**src/rtl/pipeline_hazard_ctrl_if.sv**
```systemverilog
// Hazard-control bundle between the pipeline datapath and the stall/flush sequencer.
// master = datapath side (drives hazard sources); slave = sequencer (drives stall/flush).
interface pipeline_hazard_ctrl_if;
  logic [4:0]  i_rs1_d;
  logic [4:0]  i_rs2_d;
  logic        i_rs1_used_d;
  logic        i_rs2_used_d;
  logic [4:0]  i_rd_e;
  logic        i_mem_read_e;
  logic        i_ex_busy_e;
  logic        i_redirect_e;
  logic        i_exception_valid_m;

  logic        o_pc_stall;
  logic        o_pc_sel_trap;
  logic        o_if_id_stall;
  logic        o_if_id_flush;
  logic        o_id_ex_stall;
  logic        o_id_ex_flush;
  logic        o_ex_mem_flush;
  logic [1:0]  o_state;
  logic [15:0] o_stall_cycles;

  modport master (
    output i_rs1_d, i_rs2_d, i_rs1_used_d, i_rs2_used_d, i_rd_e,
           i_mem_read_e, i_ex_busy_e, i_redirect_e, i_exception_valid_m,
    input  o_pc_stall, o_pc_sel_trap, o_if_id_stall, o_if_id_flush,
           o_id_ex_stall, o_id_ex_flush, o_ex_mem_flush, o_state, o_stall_cycles
  );

  modport slave (
    input  i_rs1_d, i_rs2_d, i_rs1_used_d, i_rs2_used_d, i_rd_e,
           i_mem_read_e, i_ex_busy_e, i_redirect_e, i_exception_valid_m,
    output o_pc_stall, o_pc_sel_trap, o_if_id_stall, o_if_id_flush,
           o_id_ex_stall, o_id_ex_flush, o_ex_mem_flush, o_state, o_stall_cycles
  );
endinterface

```
**src/rtl/pipeline_hazard_ctrl.sv**
```systemverilog
// Stall/flush sequencer for the 5-stage pipeline: zero-cycle hazard answers, drain-then-redirect trap entry.
// Stalls are the backpressure: PC/IF-ID/ID-EX hold while a hazard or trap drain is in progress.
module pipeline_hazard_ctrl #(
  parameter int unsigned TRAP_DRAIN_CYCLES = 2
) (
  input  logic                  i_clk,
  input  logic                  i_rst_n,
  input  logic                  i_clk_en,
  pipeline_hazard_ctrl_if.slave hz
);

  typedef enum logic [1:0] {
    ST_RUN      = 2'b00,
    ST_DRAIN    = 2'b01,
    ST_REDIRECT = 2'b10
  } state_t;

  localparam logic [3:0] DRAIN_LOAD = 4'(TRAP_DRAIN_CYCLES - 1);

  state_t      state_q, state_d;
  logic [3:0]  cnt_q, cnt_d;
  logic [15:0] stall_q;
  logic        load_use;

  logic pc_stall, pc_sel_trap, if_id_stall, if_id_flush;
  logic id_ex_stall, id_ex_flush, ex_mem_flush;

  assign load_use = hz.i_mem_read_e && (hz.i_rd_e != 5'd0) &&
                    ((hz.i_rs1_used_d && (hz.i_rs1_d == hz.i_rd_e)) ||
                     (hz.i_rs2_used_d && (hz.i_rs2_d == hz.i_rd_e)));

  always_comb begin
    state_d      = state_q;
    cnt_d        = cnt_q;
    pc_stall     = 1'b0;
    pc_sel_trap  = 1'b0;
    if_id_stall  = 1'b0;
    if_id_flush  = 1'b0;
    id_ex_stall  = 1'b0;
    id_ex_flush  = 1'b0;
    ex_mem_flush = 1'b0;
    case (state_q)
      ST_RUN: begin
        if (hz.i_exception_valid_m) begin
          ex_mem_flush = 1'b1;
          id_ex_flush  = 1'b1;
          if_id_flush  = 1'b1;
          pc_stall     = 1'b1;
          state_d      = ST_DRAIN;
          cnt_d        = DRAIN_LOAD;
        end else if (hz.i_ex_busy_e) begin
          // Redirect is not final until the multi-cycle op completes, so it is ignored here.
          pc_stall     = 1'b1;
          if_id_stall  = 1'b1;
          id_ex_stall  = 1'b1;
          ex_mem_flush = 1'b1;
        end else if (hz.i_redirect_e) begin
          if_id_flush  = 1'b1;
          id_ex_flush  = 1'b1;
        end else if (load_use) begin
          pc_stall     = 1'b1;
          if_id_stall  = 1'b1;
          id_ex_flush  = 1'b1;
        end
      end
      ST_DRAIN: begin
        pc_stall     = 1'b1;
        if_id_flush  = 1'b1;
        id_ex_flush  = 1'b1;
        ex_mem_flush = 1'b1;
        if (cnt_q == 4'd0) state_d = ST_REDIRECT;
        else               cnt_d   = cnt_q - 4'd1;
      end
      ST_REDIRECT: begin
        pc_sel_trap = 1'b1;
        if_id_flush = 1'b1;
        id_ex_flush = 1'b1;
        state_d     = ST_RUN;
      end
      default: state_d = ST_RUN;
    endcase
  end

  always_ff @(posedge i_clk or negedge i_rst_n) begin
    if (!i_rst_n) begin
      state_q <= ST_RUN;
      cnt_q   <= 4'd0;
      stall_q <= 16'd0;
    end else if (i_clk_en) begin
      state_q <= state_d;
      cnt_q   <= cnt_d;
      if (pc_stall && (stall_q != 16'hFFFF)) stall_q <= stall_q + 16'd1;
    end
  end

  // Outputs are forced low for the whole reset assertion, not just at the next edge.
  assign hz.o_pc_stall     = i_rst_n & pc_stall;
  assign hz.o_pc_sel_trap  = i_rst_n & pc_sel_trap;
  assign hz.o_if_id_stall  = i_rst_n & if_id_stall;
  assign hz.o_if_id_flush  = i_rst_n & if_id_flush;
  assign hz.o_id_ex_stall  = i_rst_n & id_ex_stall;
  assign hz.o_id_ex_flush  = i_rst_n & id_ex_flush;
  assign hz.o_ex_mem_flush = i_rst_n & ex_mem_flush;
  assign hz.o_state        = state_q;
  assign hz.o_stall_cycles = stall_q;

endmodule

```
**src/flat_wrapper.sv**
```systemverilog
// flat-port wrapper written by rule: the top's interface ports become plain ports
module pipeline_hazard_ctrl_flat 
#(
  parameter int unsigned TRAP_DRAIN_CYCLES = 2
)
  (i_clk, i_rst_n, i_clk_en, hz_i_rs1_d, hz_i_rs2_d, hz_i_rs1_used_d, hz_i_rs2_used_d, hz_i_rd_e, hz_i_mem_read_e, hz_i_ex_busy_e, hz_i_redirect_e, hz_i_exception_valid_m, hz_o_pc_stall, hz_o_pc_sel_trap, hz_o_if_id_stall, hz_o_if_id_flush, hz_o_id_ex_stall, hz_o_id_ex_flush, hz_o_ex_mem_flush, hz_o_state, hz_o_stall_cycles);
  pipeline_hazard_ctrl_if hz_i ();
  input  logic i_clk;
  input  logic i_rst_n;
  input  logic i_clk_en;
  input wire logic [$bits(hz_i.i_rs1_d)-1:0] hz_i_rs1_d;
  input wire logic [$bits(hz_i.i_rs2_d)-1:0] hz_i_rs2_d;
  input wire logic [$bits(hz_i.i_rs1_used_d)-1:0] hz_i_rs1_used_d;
  input wire logic [$bits(hz_i.i_rs2_used_d)-1:0] hz_i_rs2_used_d;
  input wire logic [$bits(hz_i.i_rd_e)-1:0] hz_i_rd_e;
  input wire logic [$bits(hz_i.i_mem_read_e)-1:0] hz_i_mem_read_e;
  input wire logic [$bits(hz_i.i_ex_busy_e)-1:0] hz_i_ex_busy_e;
  input wire logic [$bits(hz_i.i_redirect_e)-1:0] hz_i_redirect_e;
  input wire logic [$bits(hz_i.i_exception_valid_m)-1:0] hz_i_exception_valid_m;
  output wire logic [$bits(hz_i.o_pc_stall)-1:0] hz_o_pc_stall;
  output wire logic [$bits(hz_i.o_pc_sel_trap)-1:0] hz_o_pc_sel_trap;
  output wire logic [$bits(hz_i.o_if_id_stall)-1:0] hz_o_if_id_stall;
  output wire logic [$bits(hz_i.o_if_id_flush)-1:0] hz_o_if_id_flush;
  output wire logic [$bits(hz_i.o_id_ex_stall)-1:0] hz_o_id_ex_stall;
  output wire logic [$bits(hz_i.o_id_ex_flush)-1:0] hz_o_id_ex_flush;
  output wire logic [$bits(hz_i.o_ex_mem_flush)-1:0] hz_o_ex_mem_flush;
  output wire logic [$bits(hz_i.o_state)-1:0] hz_o_state;
  output wire logic [$bits(hz_i.o_stall_cycles)-1:0] hz_o_stall_cycles;
  assign hz_i.i_rs1_d = hz_i_rs1_d;
  assign hz_i.i_rs2_d = hz_i_rs2_d;
  assign hz_i.i_rs1_used_d = hz_i_rs1_used_d;
  assign hz_i.i_rs2_used_d = hz_i_rs2_used_d;
  assign hz_i.i_rd_e = hz_i_rd_e;
  assign hz_i.i_mem_read_e = hz_i_mem_read_e;
  assign hz_i.i_ex_busy_e = hz_i_ex_busy_e;
  assign hz_i.i_redirect_e = hz_i_redirect_e;
  assign hz_i.i_exception_valid_m = hz_i_exception_valid_m;
  assign hz_o_pc_stall = hz_i.o_pc_stall;
  assign hz_o_pc_sel_trap = hz_i.o_pc_sel_trap;
  assign hz_o_if_id_stall = hz_i.o_if_id_stall;
  assign hz_o_if_id_flush = hz_i.o_if_id_flush;
  assign hz_o_id_ex_stall = hz_i.o_id_ex_stall;
  assign hz_o_id_ex_flush = hz_i.o_id_ex_flush;
  assign hz_o_ex_mem_flush = hz_i.o_ex_mem_flush;
  assign hz_o_state = hz_i.o_state;
  assign hz_o_stall_cycles = hz_i.o_stall_cycles;
  pipeline_hazard_ctrl #(.TRAP_DRAIN_CYCLES(TRAP_DRAIN_CYCLES)) u_core (.i_clk(i_clk), .i_rst_n(i_rst_n), .i_clk_en(i_clk_en), .hz(hz_i));
endmodule
```
**config.mk**
```make
export PLATFORM = sky130hd
export DESIGN_NAME = pipeline_hazard_ctrl_flat
export DESIGN_NICKNAME = d
export VERILOG_FILES = /design/src/rtl/pipeline_hazard_ctrl_if.sv /design/src/rtl/pipeline_hazard_ctrl.sv /design/src/flat_wrapper.sv
export SDC_FILE = /design/constraint.sdc
export NUM_CORES = 1
export LEC_CHECK = 0
export ABC_AREA = 0
export CELL_PAD_IN_SITES_DETAIL_PLACEMENT = 0
export CELL_PAD_IN_SITES_GLOBAL_PLACEMENT = 1
export CORE_AREA = 5 5 73 75
export DETAILED_ROUTE_END_ITERATION = 10
export DIE_AREA = 0 0 78 80
export PLACE_DENSITY_LB_ADDON = 0.1
export SETUP_SLACK_MARGIN = 0.15
export SYNTH_ARGS = -nofsm -noshare
export SYNTH_HDL_FRONTEND = slang
export SYNTH_SLANG_ARGS = --single-unit
```
**constraint.sdc**
```tcl
create_clock -name i_clk -period 2.55 [get_ports i_clk]
set_input_delay 0.255 -clock i_clk [delete_from_list [all_inputs] [get_ports i_clk]]
set_output_delay 0.255 -clock i_clk [all_outputs]
set_load 0.02 [all_outputs]
```
-- Yosys cells after proc, flatten, opt, wreduce, memory -nomap -nowiden
Cells that the tools add are included.
Widths: inputs -> output; s select.
- output and inout port bits: 25
- logic and storage cells: 61
- input bits: 24
- register bits: 22
- reductions and logical operators: 14
- $add $sub $neg: 2
- eq/ne operators: 8
- bitwise logic cells: 7
- multiplexer cells: 27
- operator list (operator ; count):
    $mux 1 ; 17
    $add 16x1->16 const B ; 1
    $ne 16x16->1 const B ; 1
    $eq 5x5->1 ; 2
    $mux 4 ; 2
    $pmux 1 s2 ; 4
    $pmux 4 s2 ; 1
    $and 1x1->1 ; 7
    $logic_and 1x1->1 ; 5
    $reduce_bool 5->1 ; 1
    $logic_not 4->1 ; 1
    $mux 2 ; 2
    $ne 2x2->1 const B ; 2
    $pmux 2 s2 ; 1
    $reduce_and 4->1 ; 1
    $sub 4x1->4 const B ; 1
    $reduce_and 3->1 ; 1
    $eq 2x1->1 const B ; 1
    $eq 2x2->1 const B ; 1
    $logic_not 2->1 ; 1
    $ne 2x1->1 const B ; 1
    $reduce_and 2->1 ; 1
    $reduce_bool 2->1 ; 1
    $reduce_or 2->1 ; 1
    $logic_or 1x1->1 ; 1

-- Longest topological paths before layout
Gate-level depths: netlist of run 1.
- depth after elaboration: 11
- mapped depth: 9
- mapped depth without buffers: 7

-- Worst setup path before layout of run 1
Ideal clock, no wire load.
- kind: register to register
- start point: register u_core.stall_q[0], in the netlist u_core.hz.o_stall_cycles[0]
- end point: register u_core.stall_q[8], in the netlist u_core.hz.o_stall_cycles[8]
- data required time: 2474 ps
- setup time: 76 ps
- arrival: 2226 ps
- stages on the path, launching flop included: 10
- setup slack: 248 ps
- cells stage by stage: dfrtp_1 -> ha_1 -> and4_4 -> buf_6 -> and4_4 -> or4_1 -> o21a_4 -> buf_12 -> nor2_4 -> xor2_2
- word-level cells in the longest chain between the ends: 3
- ends and longest elaborated chain (item ; line ; source):
    from (decl) ; pipeline_hazard_ctrl.sv:22 ; logic [15:0] stall_q;
    from (signal assigned) ; pipeline_hazard_ctrl.sv:92 ; if (pc_stall && (stall_q != 16'hFFFF)) stall_q <= stall_q + 16'd1;
    parallel branches: the longest is 3 deep, another holds $add 16x1->16 ; -- ;
Several ways; the timed one is not identified.
A chain may end at the register's enable or synchronous reset.

-- Final worst setup path of run 1
- start point: input hz_i_rd_e[4]
- end point: output hz_o_pc_stall
- word-level cells in the longest chain between the ends: 10
- ends and longest elaborated chain (item ; line ; source):
    from (decl) ; flat_wrapper.sv:15 ; input wire logic [$bits(hz_i.i_rd_e)-1:0] hz_i_rd_e;
    $eq 5x5->1, on equally long branches ; pipeline_hazard_ctrl.sv:29, pipeline_hazard_ctrl.sv:30 ;
    $logic_and 1x1->1, on equally long branches ; pipeline_hazard_ctrl.sv:29, pipeline_hazard_ctrl.sv:30 ;
    $logic_or 1x1->1 ; pipeline_hazard_ctrl.sv:29 ; ((hz.i_rs1_used_d && (hz.i_rs1_d == hz.i_rd_e)) ||
    $logic_and 1x1->1 (*) ; pipeline_hazard_ctrl.sv:28 ; assign load_use = hz.i_mem_read_e && (hz.i_rd_e != 5'd0) &&
    $mux 1 (*) ; pipeline_hazard_ctrl.sv:60 ; end else if (load_use) begin
    $mux 1 (*) ; pipeline_hazard_ctrl.sv:57 ; end else if (hz.i_redirect_e) begin
    $mux 1 (*) ; pipeline_hazard_ctrl.sv:51 ; end else if (hz.i_ex_busy_e) begin
    $mux 1 (*) ; pipeline_hazard_ctrl.sv:44 ; if (hz.i_exception_valid_m) begin
    $pmux 1 s2 (*) ; pipeline_hazard_ctrl.sv:42 ; case (state_q)
    $and 1x1->1 (*) ; pipeline_hazard_ctrl.sv:97 ; assign hz.o_pc_stall = i_rst_n & pc_stall;
    to (decl) ; flat_wrapper.sv:20 ; output wire logic [$bits(hz_i.o_pc_stall)-1:0] hz_o_pc_stall;
Mark *: on every way between the ends. The rest lies on a longest branch, timed or not.

==> results of run 1 <==
[sequential cells by signal, summed over array words and instances (netlist names)]
name and flops:
u_core.hz.o_stall_cycles 16, u_core.cnt_q 4, u_core.hz.o_state 2
[through the flow]
step	utilization [%]	std cells
final	49.0	268
after global placement	46.7	261
after CTS	48.3	265
after global routing	49.0	268
after floorplan	-	151
after detailed placement	46.7	261
[repair_timing]
action,4_1_cts,5_1_grt
pin swaps,0,1
setup buffers,0,3
resized for setup,8,8
endpoints found under the setup margin,3,8
endpoints found under the hold margin,0,0
[layer usage]
metal	vias to the layer above	global-route usage, %
li1	635	-
met1	622	15.5
met2	31	20.4
met3	4	3.16
met4	0	4.56
met5	-	0
[area by class of cell]
cell class / count / area [um^2] / area share, %
multi-input cells: 118 / 935 / 41.5
repair buffers: 61 / 594 / 26.4
flip-flops and latches: 22 / 551 / 24.4
well taps: 54 / 67.6 / 3.00
clock buffers: 3 / 41.3 / 1.83
inverters: 9 / 33.8 / 1.50
clock inverters: 1 / 30.0 / 1.33
[worst min-delay path by stage]
stage	start	end	slack [ns]	cells past startpoint
after floorplan	i_rst_n	u_core.cnt_q[0]	-0.04	0
after global placement	u_core.hz.o_stall_cycles[15]	u_core.hz.o_stall_cycles[15]	0.48	1
after detailed placement	u_core.hz.o_stall_cycles[15]	u_core.hz.o_stall_cycles[15]	0.48	1
after CTS	i_rst_n	u_core.hz.o_state[0]	0.36	2
after global routing	i_rst_n	u_core.hz.o_stall_cycles[13]	0.39	2
final	i_rst_n	u_core.hz.o_state[0]	0.36	2
[cells in the mapped netlist (3+ instances only)]
| master | n | area, um^2 |
|---|---|---|
| nand3_1 | 7 | 35.0 |
| nand4_1 | 3 | 18.8 |
| nor3_1 | 3 | 15.0 |
| xnor2_1 | 3 | 26.3 |
| xor2_1 | 14 | 123 |
| nor2_4 | 9 | 101 |
| ha_1 | 7 | 87.6 |
| inv_1 | 9 | 33.8 |
| nand2_1 | 10 | 37.5 |
| xor2_2 | 8 | 130 |
| nor4_1 | 3 | 18.8 |
| nor2_1 | 10 | 37.5 |
| a21oi_1 | 5 | 25.0 |
| and2_1 | 3 | 18.8 |
| o21ai_0 | 10 | 50.1 |
| dfrtp_1 | 22 | 551 |
[placed cells by master, fill, tap and decap left out, types with 2 or more instances in the layout]
cell type         n
nor2_4            9
nor2b_1           2
dlymetal6s2s_1    3
ha_2              2
nor3_1            3
a21oi_1           5
mux2_2            2
o21ai_0           9
nor2_1           10
ha_1              5
xnor2_1           3
nand4_1           3
xor2_2            8
inv_1             9
nor4_1            3
nand2_1          10
and2_1            3
buf_4            12
clkdlybuf4s50_1  42
and4_2            2
nand3_1           7
and4_4            2
dfrtp_1          22
xor2_1           14
clkbuf_8          3
[report_power, final]
part / internal [mW] / total [mW] / switching, mW
Sequential: 0.442 / 0.550 / 0.108
Clock: 0.210 / 0.322 / 0.112
Combinational: 0.485 / 1.01 / 0.529
[kinds of logic after synthesis]
| family | count (synthesis) |
|---|---|
| AOI/OAI and AO/OA | 22 |
| adders and majority gates | 7 |
| xor gates and xnor gates | 25 |
| muxes | 2 |
| and+or+nand+nor | 62 |
| DFF | 22 |
| buffers and inverters | 11 |
==> flow_summary.yaml, run 1 <==
worst_setup_path:
  crit_family: "buffers and inverters"
  arrival_ns: 2.08
  r2r-end: "u_core.hz.o_stall_cycles[5]"
  cp.required_ns: 2.30
  crit_type: "primary input to output port"
  crit_path_end_kind: "output port"
  reg2reg_slack_ns: 0.27
  crit_chain: "clkdlybuf4s50_1, xor2_1, nor4_1, a32oi_1, nor2_1, nand2_1, a21oi_1, clkdlybuf4s15_1"
  cp.depth: 8
  slowest_delay_ns: 0.46
  crit_buf_inv: 2
  critPathSlowestCell: "clkdlybuf4s50_1"
  startpoint: "hz_i_rd_e[4]"
  reg2reg_from: "u_core.hz.o_stall_cycles[0]"
  r2r_cells: 8
  critical_path_peak_fanout: 3
  critPathLaunchType: "primary input"
  worstSetupEndpoint: "hz_o_pc_stall"
clocking:
  hold_buffers: 0
  clock_sinks: 22
  numCtsBuffers: 3
  clk_pin_slew_ns: 0.08
  cts_buffer_depth: 2
  cts-root-buf: "clkbuf_8"
  h-tree-depth: 1
  insertion_delay_ns: 0.26
  cts_tree: "done"
sta:
  fin_ws_ns: 0.213
  setup_viol: 0
  finalCritPeriodShare_pct: 91.6
  finalSetupTns_ns: 0
  hold_slack_ns: 0.358
  layout_min_cycle_time_ns: 2.34
  rsz0062_at_grt: "true"
  relSlewSlack_pct: 62.7
  final_hold_viol_count: 0
  tightest_slew_ns: 0.553
  drv_slew: 0
  fmax_mhz: 428
  fin_skew_ns: 0.00144
global_route:
  grt_antenna_before_repair: 0
  grt_pass1_wl_mm: 6.30
  grt-ovfl-total: 0
  first_global_vias: 1316
  grt_util_all_layers_pct: 12.3
  grt_max_degree: 14
synth:
  yosys.area_share.simple_pct: 25.8
  synth-adder-area-share_pct: 5.68
  synth_top_family_by_area: "simple AND/OR/NAND/NOR gates"
  yosys_register_bits: 22
  synth_warnings: 0
  syn_nets: 182
  syn_inst: 151
  ys_types: 37
  async_reset_ff_share_pct: 100
  synthXorXnorAreaFrac_pct: 18.1
  synthMuxAreaShare_pct: 1.46
  synth_compound_area_share_pct: 9.01
  synth-edff-count: 0
  syn-cell-area_um2: 1540
  synth_seq_area_share_pct: 35.7
  synth_ff_type: "dfrtp_1"
  synth_area_per_cell_um2: 10.2
placement:
  portBuffers: 48
  place_ws_ns: -0.210
  placed_cell_area_um2: 2150
  gp_congestion: 0.734
  dp_hpwl_mm: 3.02
route:
  m1WireLength_mm: 1.57
  drc: 0
  vias: 1292
  drtIter0Drc: 41
  vias_per_cell: 4.82
  drt_first_pass_iters: 4
  wirelength_mm: 3.71
  drtAntennaViolNets: 0
  met2_length_mm: 1.90
  wl_per_cell_um: 13.8
  top_layer: "met4"
  wl_met3_um: 186
floorplanning:
  start_util_pct: 33.5
  core_area_um2: 4600
  dieArea_um2: 6240
  die_h_um: 80
  ios: 49
  die_w_um: 78
  rows: 25
cells_and_area:
  area_growth_pct: 46.1
  diodes: 0
  design_area_um2: 2250
  nFillCells: 434
  final_nets: 246
  drive_above_1_share_pct: 23.4
power_and_ir_drop:
  total_leakage_power_nw: 1.00
  power.density_nw_per_um2: 837
  power_mw: 1.89
  max-vdd-ir-drop_uv: 501
flow_run:
  maxCapViolCount: 0
status:
  status: "complete, no violations"
hold_path:
  hp-class: "primary input to asynchronous set/reset pin"
Note: power is estimated with default switching activity, not from simulation.
==> run 2: changes to the inputs <==
Settings changed: GPL_ROUTABILITY_DRIVEN set to 0.
==> results of run 2 <==
The final DEF is identical to that of run 1; final timing and power are the same.
==> run 3: changes to the inputs <==
Settings changed: SKIP_LAST_GASP set to 1.
==> results of run 3 <==
The final DEF is identical to that of run 1; final timing and power are the same.
